$ cat src/rtl/mc_fsm_ctrl.sv
// Purpose : multi-cycle RV32I sequencer (Moore FSM) driving shared ALU, memory port, PC and regfile.
// Latency : zero-wait R/I 4, load 5, store 4, branch 3, jal/jalr 3 cycles per instruction.
// Backpr. : memory states hold until mem_ready; after WAIT_MAX stalled cycles the FSM traps (bus error).
//
// Ports: clk/rst_n (async active-low); opcode/funct3/funct7 from IR; mem_ready + ALU flags in;
//        memory port (mem_req, mem_we, mem_addr_sel), datapath mux/enable controls, sticky
//        trap/bus_err, instret counter and state_o debug out.
// Optional feature macro: MC_PERF_CNT_EN (instret retired-instruction counter; tied to 0 when undefined).
module mc_fsm_ctrl #(
  parameter int WAIT_MAX = 15,
  parameter int CNT_W    = 32
) (
  input  logic             clk,
  input  logic             rst_n,
  input  logic [6:0]       opcode,
  input  logic [2:0]       funct3,
  input  logic [6:0]       funct7,
  input  logic             mem_ready,
  input  logic             flag_zero,
  input  logic             flag_lt,
  input  logic             flag_ltu,
  output logic             mem_req,
  output logic             mem_we,
  output logic             mem_addr_sel,
  output logic             ir_write,
  output logic             pc_write,
  output logic             pc_src,
  output logic [1:0]       alu_src_a,
  output logic [1:0]       alu_src_b,
  output logic [3:0]       alu_op,
  output logic             reg_write,
  output logic [1:0]       wb_sel,
  output logic             trap,
  output logic             bus_err,
  output logic [CNT_W-1:0] instret,
  output logic [3:0]       state_o
);

  localparam logic [3:0] S_RST      = 4'd0;
  localparam logic [3:0] S_FETCH    = 4'd1;
  localparam logic [3:0] S_DECODE   = 4'd2;
  localparam logic [3:0] S_EXEC_R   = 4'd3;
  localparam logic [3:0] S_EXEC_I   = 4'd4;
  localparam logic [3:0] S_MEM_ADDR = 4'd5;
  localparam logic [3:0] S_MEM_RD   = 4'd6;
  localparam logic [3:0] S_MEM_WR   = 4'd7;
  localparam logic [3:0] S_WB_ALU   = 4'd8;
  localparam logic [3:0] S_WB_MEM   = 4'd9;
  localparam logic [3:0] S_BRANCH   = 4'd10;
  localparam logic [3:0] S_JUMP     = 4'd11;
  localparam logic [3:0] S_TRAP     = 4'd12;

  localparam logic [6:0] OP_R     = 7'b0110011;
  localparam logic [6:0] OP_I     = 7'b0010011;
  localparam logic [6:0] OP_LOAD  = 7'b0000011;
  localparam logic [6:0] OP_STORE = 7'b0100011;
  localparam logic [6:0] OP_BR    = 7'b1100011;
  localparam logic [6:0] OP_JAL   = 7'b1101111;
  localparam logic [6:0] OP_JALR  = 7'b1100111;

  localparam logic [3:0] ALU_ADD = 4'd0, ALU_SUB = 4'd1, ALU_AND = 4'd2, ALU_OR   = 4'd3;
  localparam logic [3:0] ALU_XOR = 4'd4, ALU_SLL = 4'd5, ALU_SRL = 4'd6, ALU_SRA  = 4'd7;
  localparam logic [3:0] ALU_SLT = 4'd8, ALU_SLTU = 4'd9;

  // Counter only needs to reach WAIT_MAX; with the timeout disabled it just wraps harmlessly.
  localparam int              WAIT_W   = (WAIT_MAX < 1) ? 1 : $clog2(WAIT_MAX + 1);
  localparam logic [WAIT_W-1:0] WAIT_LIM = WAIT_W'(WAIT_MAX);

  logic [3:0]        state, state_nxt;
  logic [WAIT_W-1:0] wait_cnt, wait_cnt_nxt;
  logic              trap_q, bus_err_q;
  logic              timeout, br_take, br_illegal;

  function automatic logic [3:0] r_alu_op(input logic [6:0] f7, input logic [2:0] f3);
    case ({f7, f3})
      10'b0000000_000: r_alu_op = ALU_ADD;
      10'b0100000_000: r_alu_op = ALU_SUB;
      10'b0000000_001: r_alu_op = ALU_SLL;
      10'b0000000_010: r_alu_op = ALU_SLT;
      10'b0000000_011: r_alu_op = ALU_SLTU;
      10'b0000000_100: r_alu_op = ALU_XOR;
      10'b0000000_101: r_alu_op = ALU_SRL;
      10'b0100000_101: r_alu_op = ALU_SRA;
      10'b0000000_110: r_alu_op = ALU_OR;
      10'b0000000_111: r_alu_op = ALU_AND;
      default:         r_alu_op = ALU_ADD;
    endcase
  endfunction

  function automatic logic [3:0] i_alu_op(input logic [6:0] f7, input logic [2:0] f3);
    case (f3)
      3'b001:  i_alu_op = ALU_SLL;
      3'b010:  i_alu_op = ALU_SLT;
      3'b011:  i_alu_op = ALU_SLTU;
      3'b100:  i_alu_op = ALU_XOR;
      3'b101:  i_alu_op = (f7 == 7'b0100000) ? ALU_SRA : ALU_SRL;
      3'b110:  i_alu_op = ALU_OR;
      3'b111:  i_alu_op = ALU_AND;
      default: i_alu_op = ALU_ADD;
    endcase
  endfunction

  // funct3 010/011 are not branch encodings.
  assign br_illegal = (funct3[2:1] == 2'b01);

  always_comb begin
    br_take = 1'b0;
    case (funct3)
      3'b000:  br_take = flag_zero;
      3'b001:  br_take = !flag_zero;
      3'b100:  br_take = flag_lt;
      3'b101:  br_take = !flag_lt;
      3'b110:  br_take = flag_ltu;
      3'b111:  br_take = !flag_ltu;
      default: br_take = 1'b0;
    endcase
  end

  // mem_ready at the limit cycle wins: timeout only fires while still stalled.
  assign timeout = (WAIT_MAX != 0) && mem_req && !mem_ready && (wait_cnt == WAIT_LIM);

  always_comb begin
    state_nxt = state;
    case (state)
      S_RST:    state_nxt = S_FETCH;
      S_FETCH:  if (mem_ready) state_nxt = S_DECODE; else if (timeout) state_nxt = S_TRAP;
      S_DECODE: begin
        case (opcode)
          OP_R:              state_nxt = S_EXEC_R;
          OP_I:              state_nxt = S_EXEC_I;
          OP_LOAD, OP_STORE: state_nxt = S_MEM_ADDR;
          OP_BR:             state_nxt = S_BRANCH;
          OP_JAL, OP_JALR:   state_nxt = S_JUMP;
          default:           state_nxt = S_TRAP;
        endcase
      end
      S_EXEC_R, S_EXEC_I: state_nxt = S_WB_ALU;
      S_MEM_ADDR: state_nxt = (opcode == OP_LOAD) ? S_MEM_RD : S_MEM_WR;
      S_MEM_RD: if (mem_ready) state_nxt = S_WB_MEM; else if (timeout) state_nxt = S_TRAP;
      S_MEM_WR: if (mem_ready) state_nxt = S_FETCH;  else if (timeout) state_nxt = S_TRAP;
      S_WB_ALU, S_WB_MEM, S_JUMP: state_nxt = S_FETCH;
      S_BRANCH: state_nxt = br_illegal ? S_TRAP : S_FETCH;
      S_TRAP:   state_nxt = S_TRAP;
      default:  state_nxt = S_TRAP;
    endcase
  end

  // Any state change clears the counter, which covers entry into every memory state.
  always_comb begin
    wait_cnt_nxt = wait_cnt;
    if (state_nxt != state)        wait_cnt_nxt = '0;
    else if (mem_req && !mem_ready) wait_cnt_nxt = wait_cnt + 1'b1;
  end

  always_comb begin
    mem_req      = 1'b0;
    mem_we       = 1'b0;
    mem_addr_sel = 1'b0;
    ir_write     = 1'b0;
    pc_write     = 1'b0;
    pc_src       = 1'b0;
    alu_src_a    = 2'd0;
    alu_src_b    = 2'd0;
    alu_op       = ALU_ADD;
    reg_write    = 1'b0;
    wb_sel       = 2'd0;
    case (state)
      S_FETCH: begin
        mem_req   = 1'b1;
        alu_src_a = 2'd1;
        alu_src_b = 2'd2;
        ir_write  = mem_ready;
        pc_write  = mem_ready;
      end
      S_DECODE: begin
        alu_src_a = 2'd2;
        alu_src_b = 2'd1;
      end
      S_EXEC_R:   alu_op = r_alu_op(funct7, funct3);
      S_EXEC_I: begin
        alu_src_b = 2'd1;
        alu_op    = i_alu_op(funct7, funct3);
      end
      S_MEM_ADDR: alu_src_b = 2'd1;
      S_MEM_RD: begin
        mem_req      = 1'b1;
        mem_addr_sel = 1'b1;
      end
      S_MEM_WR: begin
        mem_req      = 1'b1;
        mem_addr_sel = 1'b1;
        mem_we       = 1'b1;
      end
      S_WB_ALU:   reg_write = 1'b1;
      S_WB_MEM: begin
        reg_write = 1'b1;
        wb_sel    = 2'd1;
      end
      S_BRANCH: begin
        alu_op   = ALU_SUB;
        pc_src   = 1'b1;
        pc_write = br_take && !br_illegal;
      end
      S_JUMP: begin
        // PC already holds PC+4 from fetch, so it is the link value.
        reg_write = 1'b1;
        wb_sel    = 2'd2;
        pc_write  = 1'b1;
        if (opcode == OP_JALR) alu_src_b = 2'd1;
        else                   pc_src    = 1'b1;
      end
      default: ;
    endcase
  end

  always_ff @(posedge clk or negedge rst_n) begin
    if (!rst_n) begin
      state     <= S_RST;
      wait_cnt  <= '0;
      trap_q    <= 1'b0;
      bus_err_q <= 1'b0;
    end else begin
      state    <= state_nxt;
      wait_cnt <= wait_cnt_nxt;
      if (state_nxt == S_TRAP) trap_q    <= 1'b1;
      if (timeout)             bus_err_q <= 1'b1;
    end
  end

`ifdef MC_PERF_CNT_EN
  logic             retire;
  logic [CNT_W-1:0] instret_q;

  assign retire = (state == S_WB_ALU) || (state == S_WB_MEM) || (state == S_JUMP) ||
                  (state == S_MEM_WR && mem_ready) || (state == S_BRANCH && !br_illegal);

  always_ff @(posedge clk or negedge rst_n) begin
    if (!rst_n)      instret_q <= '0;
    else if (retire) instret_q <= instret_q + 1'b1;
  end

  assign instret = instret_q;
`else
  assign instret = '0;
`endif

  assign trap    = trap_q;
  assign bus_err = bus_err_q;
  assign state_o = state;

endmodule

$ cat config.mk
export PLATFORM = sky130hd
export DESIGN_NAME = mc_fsm_ctrl
export DESIGN_NICKNAME = d
export VERILOG_FILES = /design/src/rtl/mc_fsm_ctrl.sv
export SDC_FILE = /design/constraint.sdc
export NUM_CORES = 1
export LEC_CHECK = 0
export BUFFER_PORTS_ARGS = -buffer_cell sky130_fd_sc_hd__buf_2
export CAP_MARGIN = 25
export CORE_MARGIN = 8
export CORE_UTILIZATION = 45
export DETAILED_ROUTE_END_ITERATION = 8
export PLACE_DENSITY = 0.8
export SLEW_MARGIN = 20
export SYNTH_ARGS = -nofsm -noshare
export SYNTH_HDL_FRONTEND = slang
export SYNTH_SLANG_ARGS = --single-unit
$ cat constraint.sdc
create_clock -name clk -period 2.2 [get_ports clk]
set_input_delay 0.44 -clock clk [delete_from_list [all_inputs] [get_ports clk]]
set_output_delay 0.44 -clock clk [all_outputs]
set_load 0.02 [all_outputs]
==> results_dict.tcl <==
set metrics [dict create \
    outcome "complete, no violations" \
    r2r-start "state_o[3]" \
    p_leak_uw 0.000859 \
    ir_drop_mv 0.449 \
    viasPerCell 5.11 \
    fmax_mhz 470 \
    powerDensity_nw_per_um2 1010 \
    cap_violations 0 \
    rows 20 \
    final_area_um2 1770 \
    syn_avg_cell_area_um2 7.55 \
    cts_inserted_buffers 3 \
    die_w_um 72.8 \
    drtIter0Drc 124 \
    critPathTopFamily "simple AND/OR/NAND/NOR gates" \
    cpMostUsedCell "buf_4" \
    initial_core_util_pct 47.5 \
    synth_edf_count 0 \
    skew_ns 0.00841 \
    gp_congestion 0.881 \
    cp.required_ns 1.76 \
    cp-end-kind "output port" \
    antenna_cells 0 \
    syn2layout_area_growth_pct 22.3 \
    min_period_over_period_pct 96.7 \
    grt_max_degree 20 \
    yosysWarnings 0 \
    grt_pass1_wl_um 5880 \
    synth.distinct_cells 53 \
    gr-usage-all-layers_pct 13.1 \
    antenna_found_initial 0 \
    grt_pass1_vias 1286 \
    synthCells 192 \
    ys_top_cells_by_area "dfrtp_1 (17%), buf_4 (17%), nor2_1 (4.7%)" \
    crit_type "reg2out" \
    final.setup.tns_ns 0 \
    hold_class "in2async" \
    multi_input_area_um2 1050 \
    critPathArrivalTime_ns 1.69 \
    vias 1482 \
    final_cell_mix "buf_2 (42), conb_1 (32), buf_4 (19)" \
    core-area_um2 3050 \
    worstPathCellList "buf_4 > nor2_2 > nand3_2 > o31a_1 > nor3b_2 > buf_4" \
    seq_area_frac_synth_pct 17.3 \
    ys_seq_elements 10 \
    clock_latency_ns 0.25 \
    drc 0 \
    worst_path_max_delay_cell "dfrtp_2" \
    period_needed_ns 2.13 \
    synth_ff_type "dfrtp_1" \
    synthDominantCellAreaShare_pct 17.3 \
    cts_tree "done" \
    portBuffers 45 \
    dpl.hpwl_um 3100 \
    final_nets 272 \
    first_pass_iters 4 \
    final_common_cell "buf_2" \
    maxSlewViolCount 0 \
    startpoint "state_o[3]" \
    synth_top_area_cell "dfrtp_1" \
    ant_nets 0 \
    htree_levels 1 \
    hold_violations 0 \
    netlist_area_um2 1450 \
    async_flop_share_pct 100 \
    dieArea_um2 5290 \
    cts-root-buf "clkbuf_4" \
    placed_area_um2 1660 \
    io_pins 78 \
    clock_path_buffers 2 \
    n_fill_cell 304 \
    final-seq-area_um2 251 \
    critPathBufInv 2 \
    cts_num_sinks 10 \
    crit_fanout 8 \
    die_height_um 72.8 \
    drive_gt1_share_pct 35.8 \
    totalWireLength_um 3930 \
    cpPeakStageDelay_ns 0.43 \
    finalSetupViolCount 0 \
    hold_ws_ns 0.0287 \
    overflow 0 \
    clkTransAtPathRegs_ns 0.06 \
    post_drt_wl_per_cell_um 13.6 \
    critical_path.startpoint_type "flip-flop" \
]
==> metal layers <==
metal / global-route usage (%) / part of all wire, % / vias up
met5: 0 / 0 / -
met4: 1.33 / 0.86 / 0
met3: 2.34 / 9.2 / 4
met2: 23.0 / 49 / 70
met1: 16.7 / 41 / 673
li1: - / - / 735
==> what timing repair did <==
item / in CTS / in global routing
endpoints found under the hold margin: 0 / 0
hold buffers: 0 / 0
setup buffers: 1 / 3
gates resized for setup: 4 / 12
pin swaps: 0 / 5
endpoints found under the setup margin: 3 / 4
==> report_power, final <==
| part | switching, uW | leakage [uW] | internal, uW |
|---|---|---|---|
| combinational | 848 | 0.000719 | 555 |
| clock | 53.5 | 0.0000138 | 62.7 |
| sequential | 35.3 | 0.000126 | 232 |
==> per-stage QoR <==
stage	util, %	setup slack (ns)	std cells	power, uW
2_1_floorplan	-	0.00283	223	1250
3_3_place_gp	54.3	0.00677	283	1530
3_5_place_dp	54.3	-0.0226	283	1530
4_1_cts	55.6	0.0102	287	1670
5_1_grt	58.1	-0.00705	290	1920
6_report	58.1	0.0725	290	1790
==> cell type report <==
class                           count  area share (%)
Multi-Input combinational cell    164            59.0
Timing Repair Buffer               63            21.2
Sequential cell                    10            14.2
Tap cell                           44            3.11
Clock buffer                        3            1.27
Inverter                            6            1.27
==> cells by family (layout without fill, tap and decap cells) <==
group	after synthesis	count (layout)	share of synthesized area, %
buf+inv	49	72	22.5
other cells	1	32	0.259
simple gates	80	80	32.9
xor+xnor	5	5	3.02
flops	10	10	17.3
compound gates	43	43	21.1
fa+ha+maj	1	1	0.863
mux	3	3	2.07
==> registers in the layout (all words and copies together), names as in the netlist <==
name,cells
bus_err,1
state_o,4
trap,1
wait_cnt,4
==> Yosys cell counts (all sizes together) (3+ instances only) <==
cell and n:
nand3 9, mux2i 3, nand2b 6, and2 3, nor2b 6, inv 6
nand3b 3, clkbuf 4, a21oi 7, nor2 20, or4 4, o21ai 11
nand2 6, dfrtp 10, nor3 6, xor2 3, or3b 4, a31oi 3
buf 39
==> worst paths after layout <==
kind | depth (start not counted) | slack, ns | end
min in group clk | 1 | 0.45 | trap
max in group asynchronous | 1 | 1.96 | state_o[3]
max reg2reg | 7 | 0.11 | wait_cnt[2]
min reg2reg | 1 | 0.45 | trap
max | 6 | 0.07 | alu_op[3]
min | 1 | 0.03 | wait_cnt[2]
Power figures use the tool's default switching activity.
